==> src/rtl/crc32_arb_pkg.sv <==
// Shared types, default constants and round-robin helpers for the CRC-32 frame arbiter.
package crc32_arb_pkg;

  typedef enum logic [1:0] {IDLE, RUN, DONE} state_t;

  localparam logic [31:0] DEF_SEED      = 32'h0000_0000;
  localparam logic [31:0] DEF_FINAL_XOR = 32'h0000_0000;
  localparam int          MAX_REQ       = 8;

  // First set bit of valid scanning upward from ptr and wrapping at n; returns ptr if none is set.
  function automatic int rr_pick(input logic [MAX_REQ-1:0] valid, input int ptr, input int n);
    int   idx;
    logic found;
    rr_pick = ptr;
    found   = 1'b0;
    for (int k = 0; k < MAX_REQ; k++) begin
      idx = ptr + k;
      if (idx >= n) idx = idx - n;
      if (!found && k < n && valid[idx[2:0]]) begin
        rr_pick = idx;
        found   = 1'b1;
      end
    end
  endfunction

  function automatic int rr_inc(input int idx, input int n);
    rr_inc = (idx + 1 >= n) ? 0 : idx + 1;
  endfunction

endpackage

==> src/rtl/crc32.sv <==
// Combinational CRC-32 update (poly 04C11DB7, MSB first, no reflection) over one 32-bit word.
module crc32 (
  input  logic [31:0] crcIn,
  input  logic [31:0] data,
  output logic [31:0] crcOut
);

  localparam logic [31:0] POLY = 32'h04C1_1DB7;

  logic [31:0] acc;

  always_comb begin
    acc = crcIn;
    for (int i = 31; i >= 0; i--) begin
      acc = {acc[30:0], 1'b0} ^ ((acc[31] ^ data[i]) ? POLY : 32'h0);
    end
    crcOut = acc;
  end

endmodule

==> src/rtl/crc32_frame_arb.sv <==
// Round-robin frame arbiter sharing one CRC-32 engine; grant held for a whole frame,
// result offered on a valid/ready port.
module crc32_frame_arb
  import crc32_arb_pkg::*;
#(
  parameter int          NUM_REQ   = 2,
  parameter logic [31:0] SEED      = DEF_SEED,
  parameter logic [31:0] FINAL_XOR = DEF_FINAL_XOR,
  parameter int          CNT_W     = 16,
  localparam int         ID_W      = (NUM_REQ > 1) ? $clog2(NUM_REQ) : 1
) (
  input  logic                  Clk,
  input  logic                  ARst,
  input  logic [NUM_REQ-1:0]    ReqValid,
  input  logic [32*NUM_REQ-1:0] ReqData,
  input  logic [NUM_REQ-1:0]    ReqLast,
  output logic [NUM_REQ-1:0]    ReqReady,
  output logic                  ResValid,
  input  logic                  ResReady,
  output logic [31:0]           ResCrc,
  output logic [CNT_W-1:0]      ResWords,
  output logic [ID_W-1:0]       ResId,
  output logic                  Busy
);

  state_t             state_reg, state_next;
  logic [31:0]        crc_reg;
  logic [31:0]        crc_upd;
  logic [CNT_W-1:0]   count_reg;
  logic [ID_W-1:0]    grant_reg;
  logic [ID_W-1:0]    rr_reg;
  logic [ID_W-1:0]    pick;
  logic [MAX_REQ-1:0] valid_pad;
  logic [31:0]        beat_data;
  logic               any_valid;
  logic               beat;
  logic               last_beat;

  assign valid_pad = MAX_REQ'(ReqValid);
  assign any_valid = |ReqValid;
  assign pick      = ID_W'(rr_pick(valid_pad, int'(rr_reg), NUM_REQ));
  assign beat_data = ReqData[32*grant_reg +: 32];
  assign beat      = (state_reg == RUN) && ReqValid[grant_reg];
  assign last_beat = beat && ReqLast[grant_reg];

  crc32 u_crc (
    .crcIn  (crc_reg),
    .data   (beat_data),
    .crcOut (crc_upd)
  );

  always_ff @(posedge Clk or posedge ARst) begin
    if (ARst) state_reg <= IDLE;
    else      state_reg <= state_next;
  end

  always_comb begin
    state_next = state_reg;
    case (state_reg)
      IDLE:    if (any_valid) state_next = RUN;
      RUN:     if (last_beat) state_next = DONE;
      DONE:    if (ResReady)  state_next = IDLE;
      default: state_next = IDLE;
    endcase
  end

  always_comb begin
    ReqReady = '0;
    if (state_reg == RUN) ReqReady[grant_reg] = 1'b1;
    ResValid = (state_reg == DONE);
    Busy     = (state_reg != IDLE);
  end

  // FINAL_XOR lives only on the output path; crc_reg always holds the raw remainder.
  always_ff @(posedge Clk or posedge ARst) begin
    if (ARst) begin
      crc_reg   <= SEED;
      count_reg <= '0;
      grant_reg <= '0;
      rr_reg    <= '0;
    end else begin
      case (state_reg)
        IDLE: if (any_valid) begin
          grant_reg <= pick;
          crc_reg   <= SEED;
          count_reg <= '0;
        end
        RUN: if (beat) begin
          crc_reg   <= crc_upd;
          count_reg <= (&count_reg) ? count_reg : count_reg + 1'b1;
        end
        DONE: if (ResReady) rr_reg <= ID_W'(rr_inc(int'(grant_reg), NUM_REQ));
        default: ;
      endcase
    end
  end

  assign ResCrc   = crc_reg ^ FINAL_XOR;
  assign ResWords = count_reg;
  assign ResId    = grant_reg;

endmodule

==> config.mk <==
export PLATFORM = sky130hd
export DESIGN_NAME = crc32_frame_arb
export DESIGN_NICKNAME = d
export VERILOG_FILES = /design/src/rtl/crc32_arb_pkg.sv /design/src/rtl/crc32.sv /design/src/rtl/crc32_frame_arb.sv
export SDC_FILE = /design/constraint.sdc
export NUM_CORES = 1
export LEC_CHECK = 0
export ABC_AREA = 1
export BUFFER_PORTS_ARGS = -buffer_cell sky130_fd_sc_hd__buf_2
export CAP_MARGIN = 10
export CORE_MARGIN = 1.5
export CORE_UTILIZATION = 45
export CTS_CLUSTER_SIZE = 20
export DETAILED_ROUTE_END_ITERATION = 10
export GPL_ROUTABILITY_DRIVEN = 0
export PLACE_DENSITY = 0.76
export SYNTH_ARGS = -nofsm -noshare
export SYNTH_HDL_FRONTEND = slang
export SYNTH_SLANG_ARGS = --single-unit
==> constraint.sdc <==
create_clock -name Clk -period 7.12 [get_ports Clk]
set_input_delay 0.356 -clock Clk [delete_from_list [all_inputs] [get_ports Clk]]
set_output_delay 0.356 -clock Clk [all_outputs]
set_load 0.02 [all_outputs]
After elaboration in Yosys (flattened, before gate mapping)
Index checks and enable logic that the tools add are counted.

storage, ports and cells
  logic and storage cells = 164
  output and inout port bits = 53
  register bits after elaboration = 52
  bits of input ports = 71

cells by class
  shift-type cells = 1
  $add $sub $neg = 5
  eq/ne operators = 7
  muxes and demuxes = 60
  order comparisons = 7
  reduce and logical (&&, ||, !) cells = 15
  bitwise gates (word level) = 64

operators with widths
  cell                   count
  $xor 32x32->32         32
  $mux 27                32
  $mux 32                2
  $pmux 32 s2            1
  $shiftx 64x7->32       1
  $mux 16                3
  $pmux 16 s2            1
  $xor 1x1->1            32
  $add 16x1->16 const B  1
  $reduce_and 16->1      1
  $mux 1                 11
  $lt 3x4->1 const B     2
  $mux 2                 4
  $ne 2x2->1 const B     4
  $bmux 1 s3             2
  $mux 3                 2
  $pmux 2 s3             1
  $reduce_and 3->1       2
  $add 1x1->2 const B    2
  $ge 2x2->1 const B     2
  $logic_and 1x1->1      4
  $reduce_and 2->1       2
  $reduce_and 4->1       1
  $reduce_bool 2->1      2
  12 further kinds       12

Depth between registers and ports, before layout
  depth after elaboration = 99
  gate-level depth with buffers = 34
  depth with buffers taken out = 32

Cells and area by module
Synthesis repeated with hierarchy kept, for this count alone.

unflattened totals
  cells, all modules = 1368
  area total of the unflattened synthesis = 8341.8 um2

modules (own cells, without submodules)
  module           seq. area each (um2)  instances  area an instance (um2)  cells each
  crc32            0.0                   1          5387.7                  944
  crc32_frame_arb  1301.2                1          2954.1                  424

Worst setup path before layout
Ideal clock, no wire load.

  path kind = register to register
  from = register grant_reg (netlist: ResId)
  to = register crc_reg[7] (netlist: ResCrc[7])
  data required time = 6.996 ns
  stages on the path, launching flop included = 29
  arrival = 2.967 ns
  slack = 4.029 ns
  buffers on the path = 2
  period minus slack after synthesis = 3.091 ns
  library setup time = 0.124 ns
  path through = dfrtp_1 > buf_6 > buf_6 > nand2_1 > nand3_2 > nand2_4 > nand2_1 > nand2_1 > nand2_1 > nand2_2 > inv_2 > nand2_1 > nand2_4 > nand2_1 > nand2_2 > nand2_2 > nand2_8 > nand2_2 > nand2_1 > nand2_2 > nand2_8 > xor2_4 > or2_1 > nand2_1 > inv_2 > nand2_1 > nand2_1 > nand2_1 > nand3_1

between the ends
  cells in the longest elaborated chain, start to end = 46
  elaborated cells on any way between the ends = 100
  classes of those cells = 1 x eq/ne; 1 x shift; 34 x mux; 62 x bitwise; 2 x reduce/logical

ends and longest elaborated chain
  what                          line                   source
  start: declaration            crc32_frame_arb.sv:30  logic [ID_W-1:0] grant_reg;
  start signal: assignment      crc32_frame_arb.sv:84  grant_reg <= pick;
  $shiftx 64x7->32              crc32_frame_arb.sv:42  assign beat_data = ReqData[32*grant_reg +: 32];
  $xor 1x1->1                   crc32.sv:15            acc = {acc[30:0], 1'b0} ^ ((acc[31] ^ data[i]) ? POLY : 32'h0);
  $mux 27                       crc32.sv:15
  $xor 32x32->32 (6 in series)  crc32.sv:15
  $xor 1x1->1                   crc32.sv:15
  $mux 27                       crc32.sv:15
  $xor 32x32->32 (6 in series)  crc32.sv:15
  $xor 1x1->1                   crc32.sv:15
  [15 not listed]               -
  $xor 1x1->1                   crc32.sv:15
  $mux 27                       crc32.sv:15
  $xor 32x32->32 (6 in series)  crc32.sv:15
  $xor 1x1->1                   crc32.sv:15
  $mux 27                       crc32.sv:15
  $xor 32x32->32                crc32.sv:15
  $mux 32                       crc32_frame_arb.sv:88  RUN: if (beat) begin
  $pmux 32 s2                   crc32_frame_arb.sv:82  case (state_reg)
  end signal: assignment        crc32_frame_arb.sv:89  crc_reg <= crc_upd;
  end: declaration              crc32_frame_arb.sv:27  logic [31:0] crc_reg;

Several ways; a longest one is shown, not always the timed one. The select of a mux whose other input is x is not followed.
A chain may end at the register's enable or synchronous reset.

Worst setup path after layout
  from = register grant_reg (netlist: ResId)
  to = register crc_reg[16] (netlist: ResCrc[16])

Same word-level chain as after synthesis.

==> metrics <==
root buffer cell=clkbuf_16; yosys warns=0; r2r worst-path depth=28; status=finished clean; Mapped Area=a little under 8000 sq um; first drt pass iteration count=5; ANT cells=0; via count=8679; Slew Limit Fails=0; final antenna-violating net count=0; Synth Flop Type=dfrtp_1; Slew HR=between 50% and 60%; fin cells=roughly 1.6k; CP max FO=48; Area Overhead vs Synth=12.0%; cts hold-fix bufs=0; Async S/R FF share, synth=100%; detailed placer's ending HPWL=20600 um; Overflow after GRT=0; Skew-Pair Late Insertion Delay=between 0.2 and 0.3 ns; placed standard-cell area=~8600 sq um; slew of the pin with the lowest slew margin=between 0.6 and 0.7 ns; Setup violations, final=0; Worst Skew=approximately 0.0028 ns; core area=17200 sq um; Crit. path cell count=28; Total Wirelength=about 25000 um; max cap viols=0; unrepaired setup endpoints after global routing=no; total die area=around 18000 sq um; Top delay family on crit path=simple AND/OR/NAND/NOR gates; critical path required time=about 7.3 ns; kind of critical path=flop to flop; worst hold path type=input pin to asynchronous set/reset pin; period utilization=between 60% and 70%; post-CTS setup buffer count=0; first-pass GRT wire length=39300 um; clk slew on worst S/H paths=about 0.07 ns; clock buffer depth=2; GRT Util Overall=27.3%; initial antenna violation count=0; Critical Path End Type=flop; max incr delay on CP=approximately 0.5 ns; Buf+Inv Stages, Crit Path=3; Fmax achieved=around 0.22 GHz; largest net degree at the start of global routing=53; vias per cell=roughly 5.3; num ports=approximately 120; num rows=between 40 and 50; post-route setup TNS=0 ns; Yosys reg bits=52; fin area=around 9000 sq um; H-tree Lvls=2; Post-Syn Instances=1288; 1st-iter DRT viols=around 740; placed cells=between 1.5k and 2k; Post-CTS Resized=0; CTS tree=done; die height=approximately 130 um; syn avg cell area=6.09 sq um; crit path time final=roughly 4.6 ns; endpoints failing hold=0; DRC errors left=0; Distinct cells, synth=between 40 and 50; share of cells above drive strength 1=between 20 and 25%; crit path max-delay cell type=dfrtp_2; DR WL/cell=about 15 um; Largest register FFs=32; crit start category=flop; IO buf count=roughly 120; Num CTS Buffers=5; EDFF count, synth=0; CTS Sinks=52; sequential area share after synthesis=16.6%; Worst path most repeated cell=nand2_1; CP arrival=4.74 ns; vias in the first global route=7838; Die W=between 100 and 150 um; Starting Density=a little under half; Final nets=approximately 1.5k; Synthesized Nets=1360
## tightest hold or removal path: cells and delay by family
kind | cells | cell delay, ns
buffers and inverters | 3 | 0.65
## routing by layer
layer,global-route usage [%],wire [um],vias to the layer above
li1,-,-,4268
met1,36.4,10700,3941
met2,44.9,11500,407
met3,3.08,1990,63
met4,11.8,1060,0
met5,0,0,-
## kinds of logic (layout without fill, tap and decap cells)
group,Yosys count,count (layout),share of synthesized area [%]
adder cells (fa/ha/maj),1,1,0.160
flip-flops,52,52,16.6
buffers and inverters,173,292,9.47
AO/OA/AOI/OAI,79,79,5.32
XOR/XNOR,122,122,15.2
AND/OR/NAND/NOR,857,857,52.8
multiplexers,4,4,0.511
## metrics by stage
step	hold WS (ns)	setup slack [ns]	utilization [%]
floorplan	0.448	4.03	-
detailed placement	0.515	2.64	50.2
finish	0.239	2.56	51.1
global placement	0.475	2.75	50.2
global route	0.281	2.07	51.1
CTS	0.264	2.62	51.1
## cells in the mapped netlist, types with 10 or more instances
master    number  area (sq um)
a21oi_1       22           110
dfrtp_1       52          1300
nor2_1        28           105
nand3_2       32           320
nand2_4       29           327
inv_2         22          82.6
nand3_1      157           786
o21ai_1       10          50.1
nand2_2       69           432
o21ai_0       36           180
nand3b_1      10          75.1
xnor2_1       17           149
inv_1        128           480
xor2_1        94           823
nand2_1      504          1890
## layout make-up
| cell class | instances | area (sq um) |
|---|---|---|
| clock buffer | 5 | 125 |
| clock inverter | 3 | 27.5 |
| fill | 1794 | 8390 |
| inverter | 157 | 604 |
| multi-input combinational | 1063 | 5800 |
| sequential | 52 | 1300 |
| tap | 225 | 282 |
| timing repair buffer | 127 | 646 |
## path summary, 6_finish.rpt
check	to	slack, ns	start
worst max register to register	ResCrc[16]	2.56	ResId
worst min register to register	ResCrc[8]	0.53	ResCrc[8]
worst max-delay path	ResCrc[16]	2.56	ResId
min in group Clk	state_reg[1]	0.28	ResReady
max in group asynchronous	ResId	6.42	ARst
worst min-delay path	ResId	0.24	ARst
## placed cells by master, fill, tap and decap left out, drive strengths merged, types with 6 or more instances in the layout
cell type / count
a21oi: 22
buf: 127
dfrtp: 52
inv: 156
nand2: 604
nand3: 189
nand3b: 10
nor2: 31
nor3: 7
o21ai: 46
o22ai: 6
or2: 8
xnor2: 17
xor2: 104
Power is not shown: default switching activity piles up to over one toggle a cycle in this logic, so the estimate is an artifact.
